===== src/rtl/cv_rd_bus_mux.sv =====
// ---------------------------------------------------------------------------
// cv_rd_bus_mux
//
// Registered CPU read-data multiplexer for the Colecovision core. N chip-
// enabled read sources are merged onto the Z80 data-in bus with active-low
// wired-AND semantics. Each source can insert wait states. The last captured
// value is held between reads (open bus). Multi-source contention can
// optionally be detected and counted.
//
// Optional feature macro: CV_RD_BUS_MUX_CONTENTION_EN
//   defined   -> contention pulse and saturating 8-bit counter are built
//   undefined -> contention_o / contention_cnt_o are tied to 0
//
// Ports
//   clk_i             in   1          system clock
//   reset_i           in   1          synchronous active-high reset
//   rd_n_i            in   1          CPU read strobe, active low
//   src_ce_n_i        in   N_SRC      per-source read enable, active low
//   src_d_i           in   N_SRC*DW   source data, source i at [i*DW +: DW]
//   d_o               out  DW         registered read data
//   d_vld_o           out  1          high while d_o holds data for this read
//   wait_n_o          out  1          CPU wait request, active low
//   contention_o      out  1          one-cycle pulse after a contended capture
//   contention_cnt_o  out  8          saturating contention event counter
//   state_o           out  2          FSM state (debug)
//
// Read handshake: the CPU holds rd_n_i low for the whole read. A read is
// detected in IDLE, optionally stalled with wait_n_o low, then captured;
// d_vld_o stays high from the cycle after capture until rd_n_i returns high.
// rd_n_i rising before capture aborts the read with no capture. A new read
// needs at least one cycle with rd_n_i high after the previous one.
// ---------------------------------------------------------------------------
module cv_rd_bus_mux #(
    parameter int                        N_SRC    = 6,
    parameter int                        DW       = 8,
    parameter logic [DW-1:0]             INACT    = {DW{1'b1}},
    parameter int                        WAIT_W   = 2,
    parameter logic [N_SRC*WAIT_W-1:0]   SRC_WAIT = '0
) (
    input  logic                  clk_i,
    input  logic                  reset_i,
    input  logic                  rd_n_i,
    input  logic [N_SRC-1:0]      src_ce_n_i,
    input  logic [N_SRC*DW-1:0]   src_d_i,
    output logic [DW-1:0]         d_o,
    output logic                  d_vld_o,
    output logic                  wait_n_o,
    output logic                  contention_o,
    output logic [7:0]            contention_cnt_o,
    output logic [1:0]            state_o
);

    // Encoding chosen so that WAIT and HOLD each own one flop bit; the
    // wait/valid outputs are then direct flop outputs.
    localparam logic [1:0] ST_IDLE = 2'b00;
    localparam logic [1:0] ST_WAIT = 2'b01;
    localparam logic [1:0] ST_HOLD = 2'b10;

    localparam logic [WAIT_W-1:0] CNT_ONE = WAIT_W'(1);

    logic [1:0]        state;
    logic [WAIT_W-1:0] cnt;
    logic [DW-1:0]     merged;
    logic [WAIT_W-1:0] wait_tgt;
    logic              capture;

    // Wired-AND merge and wait target (max wait over enabled sources).
    always_comb begin
        merged   = {DW{1'b1}};
        wait_tgt = '0;
        for (int i = 0; i < N_SRC; i++) begin
            merged = merged & (src_ce_n_i[i] ? INACT : src_d_i[i*DW +: DW]);
            if (!src_ce_n_i[i] && (SRC_WAIT[i*WAIT_W +: WAIT_W] > wait_tgt)) begin
                wait_tgt = SRC_WAIT[i*WAIT_W +: WAIT_W];
            end
        end
    end

    assign capture = !rd_n_i &&
                     (((state == ST_IDLE) && (wait_tgt == '0)) ||
                      ((state == ST_WAIT) && (cnt == CNT_ONE)));

    always_ff @(posedge clk_i) begin
        if (reset_i) begin
            state <= ST_IDLE;
            cnt   <= '0;
            d_o   <= INACT;
        end else begin
            // d_o is only ever overwritten by a capture: open-bus hold.
            if (capture) begin
                d_o <= merged;
            end
            case (state)
                ST_IDLE: begin
                    if (!rd_n_i) begin
                        if (wait_tgt == '0) begin
                            state <= ST_HOLD;
                        end else begin
                            cnt   <= wait_tgt;
                            state <= ST_WAIT;
                        end
                    end
                end
                ST_WAIT: begin
                    if (rd_n_i) begin
                        cnt   <= '0;
                        state <= ST_IDLE;
                    end else begin
                        cnt <= cnt - CNT_ONE;
                        if (cnt == CNT_ONE) begin
                            state <= ST_HOLD;
                        end
                    end
                end
                ST_HOLD: begin
                    if (rd_n_i) begin
                        state <= ST_IDLE;
                    end
                end
                default: state <= ST_IDLE;
            endcase
        end
    end

    assign d_vld_o  = state[1];
    assign wait_n_o = ~state[0];
    assign state_o  = state;

`ifdef CV_RD_BUS_MUX_CONTENTION_EN
    logic [4:0] n_en;
    logic       multi;

    always_comb begin
        n_en = '0;
        for (int i = 0; i < N_SRC; i++) begin
            n_en = n_en + {4'b0, ~src_ce_n_i[i]};
        end
    end

    assign multi = (n_en > 5'd1);

    always_ff @(posedge clk_i) begin
        if (reset_i) begin
            contention_o     <= 1'b0;
            contention_cnt_o <= '0;
        end else begin
            contention_o <= capture && multi;
            if (capture && multi && (contention_cnt_o != 8'hFF)) begin
                contention_cnt_o <= contention_cnt_o + 8'd1;
            end
        end
    end
`else
    assign contention_o     = 1'b0;
    assign contention_cnt_o = '0;
`endif

endmodule


===== config.mk =====
export PLATFORM = sky130hd
export DESIGN_NAME = cv_rd_bus_mux
export DESIGN_NICKNAME = d
export VERILOG_FILES = /design/src/rtl/cv_rd_bus_mux.sv
export SDC_FILE = /design/constraint.sdc
export NUM_CORES = 1
export LEC_CHECK = 0
export CELL_PAD_IN_SITES_DETAIL_PLACEMENT = 1
export CELL_PAD_IN_SITES_GLOBAL_PLACEMENT = 1
export CORE_ASPECT_RATIO = 0.8
export CORE_UTILIZATION = 18
export DETAILED_ROUTE_END_ITERATION = 8
export PLACE_DENSITY_LB_ADDON = 0.1
export SYNTH_ARGS = -nofsm -noshare
export SYNTH_HDL_FRONTEND = slang
export SYNTH_SLANG_ARGS = --single-unit

===== constraint.sdc =====
create_clock -name clk_i -period 2.16 [get_ports clk_i]
set_input_delay 0.432 -clock clk_i [delete_from_list [all_inputs] [get_ports clk_i]]
set_output_delay 0.432 -clock clk_i [all_outputs]
set_load 0.02 [all_outputs]

* Word-level counts from Yosys, hierarchy flattened
Index checks and enable logic that the tools add are counted.
** Storage, ports and cells
- Bits in registers :: 12
- Bits in latches :: 0
- Bits in writable memories :: 0
- ROM bits :: 0
- Bits of input ports :: 57
- Output and inout port bits :: 21
- Word-level logic and storage cells :: 34
- Memories kept :: 0
** Operators by class
- $add $sub $neg :: 1
- Multiply operators :: 0
- Div/mod/pow operators :: 0
- Magnitude comparators :: 0
- Eq/ne operators :: 6
- Shift-type cells :: 0
- Mux-type cells :: 12
- Bitwise operators :: 6
- Reduce and logical (&&, ||, !) cells :: 6
** Operator list (number)
- 8-bit 2-to-1 mux :: 6
- 8-bit AND :: 5
- 2-bit 2-to-1 mux :: 5
- 2-bit case mux with 3 select lines :: 1
- 2-bit by 1-bit == test with 1-bit output (second input constant) :: 2
- 2-bit != test (second input constant) :: 2
- 3-bit by 2-bit != test with 1-bit output (second input constant) :: 1
- 3-bit AND reduction :: 1
- 2-bit == test (second input constant) :: 1
- 1-bit logical AND :: 2
- 2-bit logical NOT :: 1
- 2-bit by 1-bit subtractor with 2-bit output (second input constant) :: 1
- 1-bit logical NOT :: 1
- 1-bit logical OR :: 1
- 1-bit inverter :: 1

* Longest topological paths before layout
Gate-level depths: netlist of the first run.
- Depth after elaboration :: 6
- Mapped depth :: 6
- Gate-level depth less buffers :: 5

* Least setup slack after synthesis of the first run
Ideal clock, no wire load.
- Path type :: reg-to-reg
- From :: register state[1] (netlist: state_o[1])
- To :: register d_o[6]
- Library setup time :: 120 ps
- Arrival :: 1200 ps
- Required time :: 2040 ps
- Path slack :: 840 ps
- Stages on the path, launching flop included :: 7
- Cells stage by stage :: dfxtp_1 > inv_1 > ha_1 > inv_2 > buf_6 > nor4_1 > a211o_1
** Between the ends
- Word-level cells in the longest chain between the ends :: 4
- Elaborated cells between the ends (all ways) :: 5
- Those cells by class :: eq/ne: 1; reduce/logical: 4
** RTL lines
- start: declaration :: RTL line 61 : logic [1:0] state;
- start signal: assignment :: RTL line 85 : state <= ST_IDLE;
- start signal: assignment :: RTL line 97 : state <= ST_HOLD;
- start signal: assignment :: RTL line 100 : state <= ST_WAIT;
- 2-bit by 1-bit == test with 1-bit output :: RTL line 81 : ((state == ST_WAIT) && (cnt == CNT_ONE)));
- 1-bit logical AND :: RTL line 81
- 1-bit logical OR * :: RTL line 80 : (((state == ST_IDLE) && (wait_tgt == '0)) ||
- 1-bit logical AND * :: RTL line 79 : assign capture = !rd_n_i &&
- via capture :: RTL line 65 : logic capture;
- end signal: assignment :: RTL line 91 : d_o <= merged;
- end: declaration :: RTL line 45 : output logic [DW-1:0] d_o,
The timed path passes the listed nets; every way through them passes the cells marked *.
A chain may end at the register's enable or synchronous reset.

* Worst setup path in the final report of the first run
- From :: input src_ce_n_i[1]
- To :: register d_o[1]
** Between the ends
- Word-level cells in the longest chain between the ends :: 6
** RTL lines
- start: declaration :: RTL line 43 : input logic [N_SRC-1:0] src_ce_n_i,
- 8-bit 2-to-1 mux :: RTL line 72 : merged = merged & (src_ce_n_i[i] ? INACT : src_d_i[i*DW +: DW]);
- 8-bit AND (5 in a row) :: RTL line 72
Every way passes these cells.

==> flow_summary.json, run 1 <==
{
  "synthesis.area_sq_um": 658,
  "h-tree-depth": 1,
  "ir_drop_mv": 0.339,
  "crit_path_end_kind": "flip-flop",
  "cts_tree": "built",
  "drc": 0,
  "critPathMaxStageDelay_ps": 680,
  "fill_cells": 410,
  "highest_layer": "met4",
  "top_level_ports": 78,
  "vias": 814,
  "crit_slowest_cell": "clkdlybuf4s50_1",
  "first_pass_iters": 4,
  "holdWs_ps": 472,
  "r2r_end": "d_o[1]",
  "grt_pass1_wl_mm": 4.66,
  "grt_max_degree": 17,
  "start_kind": "input port",
  "startpoint": "src_ce_n_i[1]",
  "post_cts_buffers": 0,
  "drv_slew": 0,
  "diodes": 0,
  "drt_iter0_drc": 25,
  "grt_pass1_vias": 869,
  "row_count": 19,
  "wl_per_cell_microns": 16.1,
  "slew_headroom_pct": 67.2,
  "hold_buffers": 0,
  "dieArea_sq_um": 3900,
  "routed-wl-met3_microns": 225,
  "cts.repair.resized": 0,
  "wl_met1_mm": 1.43,
  "hpwl_mm": 2.26,
  "finalWeightedCongestion": 0.822,
  "overflow": 0,
  "path_clk_slew_ps": 50,
  "yosysSeqAreaShare_pct": 27.4,
  "r2r_slack_ps": 780,
  "regToRegStartpoint": "state_o[1]",
  "syn_inst": 77,
  "cp.arrival_ps": 1920,
  "avgSynthCellArea_sq_um": 8.55,
  "drive_gt1_share_pct": 6.62,
  "area_growth_pct": 96.4,
  "track_usage_pct": 15.5,
  "yosysWarnings": 0,
  "cp_cell_sequence": "clkdlybuf4s50_1 > o22ai_1 > nor4_1 > a211o_2",
  "critical_path_class": "in -> reg",
  "p_leak_nw": 0.487,
  "rsz0062_at_grt": "no",
  "r2r_cells": 5,
  "die_h_microns": 56.1,
  "hp-class": "reg -> reg",
  "nets": 195,
  "antenna_found_initial": 0,
  "ant_nets": 0,
  "cap_violations": 0,
  "start_util_pct": 19.0,
  "clockBufferDepth": 2,
  "finalSetupViolCount": 0,
  "cts_root_buf": "clkbuf_8",
  "coreArea_sq_um": 3470,
  "power_density_nw_per_um2": 635,
  "io_buffers": 66,
  "wl_met2_mm": 1.18,
  "clock-sinks": 9,
  "cp-endpoint": "d_o[1]",
  "cp.required_ps": 2340,
  "min_period_over_period_pct": 80.5,
  "routed_wl_mm": 2.86,
  "tightest_slew_ps": 488,
  "tns_ps": 0,
  "routed_via_density": 4.57,
  "clk_latency_ps": 230,
  "skew_ps": 6.70,
  "max_clock_freq_mhz": 575,
  "status": "complete, no violations",
  "synth_cell_types": 15,
  "period_needed_ps": 1740,
  "final_hold_viol_count": 0,
  "cts-buffers-inserted": 3,
  "ys_ff_latch": 9,
  "die_w_microns": 69.6,
  "path_max_fanout": 8
}
-- worst min path at each step --
stage                       from  cells past startpoint  slack (ps)     end
final                     d_o[0]                      1         470  d_o[0]
after floorplan           d_o[2]                      1         590  d_o[2]
after global placement    d_o[6]                      1         460  d_o[6]
after global routing      d_o[0]                      1         490  d_o[0]
after CTS                 d_o[2]                      1         480  d_o[2]
after detailed placement  d_o[5]                      1         460  d_o[5]
-- state kept, by name, summed over array words and instances, names as in the netlist --
| register | count |
|---|---|
| state_o | 1 |
| d_o | 8 |
-- layout make-up --
type	instances	area [sq um]	area share [%]
inverters	3	11.3	0.871
multi-input cells	54	342	26.4
clock buffers	3	41.3	3.19
well taps	42	52.6	4.07
flip-flops and latches	9	180	13.9
repair buffers	66	661	51.1
clock inverters	1	5.00	0.387
-- layer usage --
layer  global-route usage, %  vias to the layer above
met2                    23.3                       52
met5                       0                        -
met4                    6.12                        0
met1                    21.5                      366
li1                        -                      394
met3                    3.08                        2
-- worst max-delay path, delay by kind of cell --
kind | cells | cell delay (ps)
buffers and inverters | 1 | 680
and+or+nand+nor | 1 | 480
AOI/OAI and AO/OA | 2 | 330
-- power breakdown --
part / switching (W) / leakage [nW] / internal (W) / total [W]
clock: 0.0000683 / 0.0255 / 0.000126 / 0.000194
sequential: 0.0000247 / 0.0752 / 0.000204 / 0.000229
combinational: 0.000179 / 0.387 / 0.000218 / 0.000397
total: 0.000272 / 0.487 / 0.000549 / 0.000821
-- cell usage in the layout, fill, tap and decap left out, types with 2 or more instances in the layout --
cell type,n
o22ai_1,24
inv_1,2
dfxtp_1,9
a211o_2,4
nor4_1,8
a211o_1,4
clkbuf_8,3
clkdlybuf4s50_1,66
conb_1,11
-- synth_stat cells --
cell | instances | area [sq um]
inv_2 | 1 | 3.75
a211o_2 | 4 | 40.0
clkbuf_1 | 1 | 3.75
xor2_1 | 1 | 8.76
buf_4 | 14 | 105
conb_1 | 2 | 7.51
nor2_1 | 1 | 3.75
buf_2 | 1 | 5.00
inv_1 | 2 | 7.51
ha_1 | 1 | 12.5
buf_6 | 4 | 45.0
o22ai_1 | 24 | 150
nor4_1 | 8 | 50.1
dfxtp_1 | 9 | 180
a211o_1 | 4 | 35.0
-- through the flow --
step                area, sq um  utilization, %  power, W  instances  setup slack [ps]
global placement           1250            35.9  0.000633        174               245
detailed placement         1250            35.9  0.000633        174               143
CTS                        1290            37.2  0.000834        178               393
finish                     1290            37.2  0.000821        178               421
floorplan                   692               -  0.000457         86               840
global route               1290            37.2  0.000876        178               351
-- logic make-up (layout without fill, tap and decap cells) --
kind of cell,count (synthesis),after routing,share of synthesized area (%)
AOI/OAI and AO/OA,32,32,34.2
xor gates and xnor gates,1,1,1.33
adders and majority gates,1,1,1.90
buffers and inverters,23,73,25.9
DFF,9,9,27.4
other,2,11,1.14
and+or+nand+nor,9,9,8.17
Power figures use the tool's default switching activity.
==> run 2, diff against run 1 <==
--- a/config.mk
+++ b/config.mk
@@ -8,7 +8,7 @@
 export CELL_PAD_IN_SITES_DETAIL_PLACEMENT = 1
 export CELL_PAD_IN_SITES_GLOBAL_PLACEMENT = 1
 export CORE_ASPECT_RATIO = 0.8
-export CORE_UTILIZATION = 18
+export CORE_UTILIZATION = 16
 export DETAILED_ROUTE_END_ITERATION = 8
 export PLACE_DENSITY_LB_ADDON = 0.1
 export SYNTH_ARGS = -nofsm -noshare
==> constraint.sdc (replaced) <==
create_clock -name clk_i -period 1.6 [get_ports clk_i]
set_input_delay 0.32 -clock clk_i [delete_from_list [all_inputs] [get_ports clk_i]]
set_output_delay 0.32 -clock clk_i [all_outputs]
set_load 0.02 [all_outputs]
==> run 2 against run 1 <==
  * Cell count increased by 11%
  * Clock power increased by 31%
  * Critical endpoint is now d_o[4]
  * Sequential power increased by 35%
  * Utilization decreased by 1.9 points
  * Hold slack got worse by 5.2 ps
  * Wire length increased by 3.0%
  * Register-to-register slack got worse by 490 ps
  * Die area increased by 12%
==> flow_summary.json, run 2 (synthesis gave the netlist of run 1 again) <==
{
  "die_w_microns": 73.7,
  "period_needed_ps": 1510,
  "cpLargestDelayFamily": "buffers and inverters",
  "cp.required_ps": 1280,
  "tns_ps": 0,
  "max_clock_freq_mhz": 664,
  "drive_gt1_share_pct": 11.3,
  "critPathMaxStageDelay_ps": 610,
  "grt_pass1_wl_mm": 4.36,
  "drc": 0,
  "nets": 201,
  "fill_cells": 465,
  "r2r_end": "d_o[1]",
  "cap_violations": 0,
  "vias": 822,
  "io_buffers": 66,
  "post_cts_buffers": 0,
  "path_clk_slew_ps": 40,
  "min_period_over_period_pct": 94.1,
  "power_density_nw_per_um2": 825,
  "clk_latency_ps": 220,
  "p_leak_nw": 0.542,
  "skew_ps": 0.839,
  "min_path_cells": 1,
  "ir_drop_mv": 0.526,
  "coreArea_sq_um": 3880,
  "final_cell_mix": "clkdlybuf4s50_1, o22ai_1, conb_1, dfxtp_1",
  "start_util_pct": 17.0,
  "largest-register": "d_o",
  "overflow": 0,
  "top_level_ports": 78,
  "path_max_fanout": 2,
  "routed_via_density": 4.17,
  "critical_path_buf_inv_count": 1,
  "largest_reg_flops": 8,
  "cp.arrival_ps": 1190,
  "track_usage_pct": 13.4,
  "start_kind": "flip-flop",
  "finalSetupViolCount": 0,
  "hp-class": "reg -> reg",
  "clock-sinks": 9,
  "ant_nets": 0,
  "layout_commonest_cell": "clkdlybuf4s50_1",
  "grt_pass1_vias": 856,
  "worstHoldEndpoint": "d_o[7]",
  "cts_root_buf": "clkbuf_8",
  "r2r_slack_ps": 290,
  "critical_path_class": "reg -> out",
  "cts-buffers-inserted": 3,
  "first_pass_iters": 3,
  "routed_wl_mm": 2.95,
  "hpwl_mm": 2.37,
  "crit_path_end_kind": "output port",
  "r2r_cells": 5,
  "diodes": 0,
  "hp-start": "d_o[7]",
  "final_hold_viol_count": 0,
  "crit_slowest_cell": "clkdlybuf4s50_1",
  "row_count": 20,
  "antenna_found_initial": 0,
  "die_h_microns": 59.4,
  "dieArea_sq_um": 4380,
  "regToRegStartpoint": "state_o[1]",
  "h-tree-depth": 1,
  "status": "complete, no violations",
  "area_growth_pct": 108,
  "wl_per_cell_microns": 15.0,
  "cts_tree": "built",
  "clockBufferDepth": 2,
  "grt_max_degree": 12,
  "finalWeightedCongestion": 0.668,
  "rsz0062_at_grt": "no",
  "cp_cell_sequence": "clkdlybuf4s50_1",
  "drt_iter0_drc": 33,
  "holdWs_ps": 467,
  "drv_slew": 0
}
-- run 2: cell count changes in the layout (fill, tap and decap cells not counted) --
cell	change
nor4_1	-2
buf_4	+6
clkdlybuf4s50_1	-2
clkbuf_1	+1
clkinv_2	-1
dlymetal6s2s_1	+2
nor4_2	+2
-- run 2: report_power, final --
group | internal [W] | switching [W]
Clock | 0.000173 | 0.0000819
Sequential | 0.000276 | 0.0000340
Combinational | 0.000309 | 0.000256
Total | 0.000758 | 0.000372
-- run 2: cell type report --
cell class / instances / area, sq um / area share, %
Timing Repair Buffer: 72 / 711 / 51.9
Multi-Input combinational cell: 54 / 354 / 25.8
Sequential cell: 9 / 180 / 13.2
Tap cell: 55 / 68.8 / 5.02
Clock buffer: 4 / 45.0 / 3.29
Inverter: 3 / 11.3 / 0.822
-- run 2: per-stage QoR --
step	util, %	setup WS, ps	power [W]	std cells	instance area [sq um]
floorplan	-	280	0.000617	86	692
global placement	33.7	-195	0.000874	193	1310
detailed placement	33.7	-175	0.000880	193	1310
CTS	34.9	33.5	0.00115	197	1350
global route	35.3	22.6	0.00121	197	1370
finish	35.3	93.9	0.00113	197	1370
-- run 2: layer usage --
| layer | global-route usage, % | routed length (microns) | vias up |
|---|---|---|---|
| met4 | 2.47 | 0 | 0 |
| met5 | 0 | 0 | - |
| met2 | 19.3 | 1160 | 47 |
| met3 | 2.21 | 264 | 0 |
| li1 | - | - | 406 |
| met1 | 20.8 | 1520 | 369 |
-- run 2: worst max path at each step --
stage | start | endpoint | slack, ps | cells past startpoint
2_1_floorplan | state_o[1] | d_o[6] | 280 | 6
3_3_place_gp | src_ce_n_i[3] | d_o[2] | -200 | 4
3_5_place_dp | src_ce_n_i[3] | d_o[2] | -170 | 4
4_1_cts | state_o[1] | d_vld_o | 30 | 1
5_1_grt | src_ce_n_i[3] | d_o[3] | 20 | 4
6_report | d_o[4] | d_o[4] | 90 | 1
-- run 2: what timing repair did --
item                                    in CTS  in global routing
resized for setup                            0                  4
hold buffers                                 0                  0
endpoints found under the setup margin       0                  4
==> run 3, diff against run 2 <==
--- a/config.mk
+++ b/config.mk
@@ -5,11 +5,13 @@
 export SDC_FILE = /design/constraint.sdc
 export NUM_CORES = 1
 export LEC_CHECK = 0
+export CAP_MARGIN = 20
 export CELL_PAD_IN_SITES_DETAIL_PLACEMENT = 1
 export CELL_PAD_IN_SITES_GLOBAL_PLACEMENT = 1
 export CORE_ASPECT_RATIO = 0.8
 export CORE_UTILIZATION = 16
 export DETAILED_ROUTE_END_ITERATION = 8
+export MAX_ROUTING_LAYER = met4
 export PLACE_DENSITY_LB_ADDON = 0.1
 export SYNTH_ARGS = -nofsm -noshare
 export SYNTH_HDL_FRONTEND = slang
==> run 3 against run 2 <==
  * Cell count unchanged
  * Global-route usage rose by 0.44 points
  * Sequential power about the same
  * Design area did not move
  * Highest routed layer unchanged
  * Largest power group unchanged
  * Sequential cell count unchanged
  * Utilization did not move
==> flow_summary.json, run 3 (synthesis gave the netlist of run 1 again) <==
{
  "status": "complete, no violations",
  "clk_latency_ps": 230,
  "top_level_ports": 78,
  "post_cts_buffers": 0,
  "pwr-share-comb_pct": 50.0,
  "die_w_microns": 73.7,
  "row_count": 20,
  "path_clk_slew_ps": 50,
  "antenna_found_initial": 0,
  "grt_max_degree": 12,
  "crit_path_end_kind": "output port",
  "hpwl_mm": 2.37,
  "multi_input_area_sq_um": 354,
  "rsz0062_at_grt": "no",
  "routed-wl-met3_microns": 246,
  "vias": 822,
  "drive_gt1_share_pct": 11.3,
  "ant_nets": 0,
  "p_leak_nw": 0.542,
  "wl_met1_mm": 1.53,
  "cp_cell_sequence": "clkdlybuf4s50_1",
  "h-tree-depth": 1,
  "area_growth_pct": 108,
  "start_kind": "flip-flop",
  "drt_iter0_drc": 33,
  "cp.arrival_ps": 1180,
  "drc": 0,
  "drv_slew": 0,
  "finalWeightedCongestion": 0.675,
  "hp-class": "reg -> reg",
  "critPathMaxStageDelay_ps": 620,
  "p_int_w": 0.000759,
  "power_density_nw_per_um2": 826,
  "cap_violations": 0,
  "cts-buffers-inserted": 3,
  "die_h_microns": 59.4,
  "clockBufferDepth": 2,
  "track_usage_pct": 13.8,
  "largest_reg_flops": 8,
  "worstSetupPathDepth": 1,
  "io_buffers": 66,
  "layout_commonest_cell": "clkdlybuf4s50_1",
  "skew_ps": 2.26,
  "wl_met2_mm": 1.17,
  "netSwitchingPower_w": 0.000373,
  "start_util_pct": 17.0,
  "r2r_cells": 5,
  "wl_per_cell_microns": 15.0,
  "routed_via_density": 4.17,
  "cts_tree": "built",
  "clkPwrFrac_pct": 22.6,
  "first_pass_iters": 3,
  "coreArea_sq_um": 3880,
  "diodes": 0,
  "clock-sinks": 9,
  "cts_root_buf": "clkbuf_8",
  "period_needed_ps": 1500,
  "seqPwrFrac_pct": 27.4,
  "dieArea_sq_um": 4380,
  "ir_drop_mv": 0.525,
  "largest-register": "d_o",
  "nets": 201,
  "final_hold_viol_count": 0,
  "critical_path_buf_inv_count": 1,
  "utilization_pct": 35.3,
  "final_cell_mix": "clkdlybuf4s50_1, o22ai_1, conb_1, dfxtp_1",
  "overflow": 0,
  "max_clock_freq_mhz": 667,
  "cp.required_ps": 1280,
  "routed_wl_mm": 2.95,
  "highest_layer": "met3",
  "grt_pass1_wl_mm": 4.37,
  "cpLargestDelayFamily": "buffers and inverters",
  "area.sequential_sq_um": 180,
  "swShare_pct": 33.0,
  "place_inst": 193,
  "critical_path_class": "reg -> out",
  "crit_slowest_cell": "clkdlybuf4s50_1",
  "holdWs_ps": 467,
  "final_cells": 197,
  "min_period_over_period_pct": 93.6,
  "finalSetupViolCount": 0,
  "min_path_cells": 1,
  "grt_pass1_vias": 856,
  "fill_cells": 465,
  "path_max_fanout": 2
}
## run 3: cell counts in the layout (fill, tap and decap cells not counted)
No cell type changed its count.
## run 3: per-stage QoR
step	cell area [sq um]	setup TNS (ps)	setup slack, ps	power (W)
finish	1370	0	102	0.00113
global route	1370	0	22.6	0.00121
CTS	1350	0	33.5	0.00115
detailed placement	1310	-828	-175	0.000880
global placement	1310	-800	-195	0.000874
floorplan	692	0	280	0.000617
## run 3: power by group through the flow
stage | sequential (W) | combinational, W | clock, W
global route | 0.000319 | 0.000610 | 0.000281
global placement | 0.000315 | 0.000559 | 0
finish | 0.000310 | 0.000566 | 0.000256
floorplan | 0.000371 | 0.000246 | 0
CTS | 0.000313 | 0.000573 | 0.000264
detailed placement | 0.000315 | 0.000565 | 0
## run 3: final timing paths
check	start	endpoint	slack [ps]
worst min-delay path	d_o[7]	d_o[7]	470
worst max register to register	state_o[1]	d_o[1]	290
worst min register to register	d_o[7]	d_o[7]	470
worst max-delay path	d_o[5]	d_o[5]	100
## run 3: repair_timing
item / in CTS / in global routing
hold buffers: 0 / 0
gates resized for setup: 0 / 4
setup endpoints to repair: 0 / 4
## run 3: layout make-up
type / instances / area share (%)
clock buffers: 4 / 3.29
inverters: 3 / 0.822
multi-input cells: 54 / 25.8
flip-flops and latches: 9 / 13.2
well taps: 55 / 5.02
repair buffers: 72 / 51.9
## run 3: layer usage
metal,global-route usage (%),vias up
met3,1.87,0
met1,21.1,369
met5,-,-
li1,-,406
met2,19.3,47
met4,2.47,0
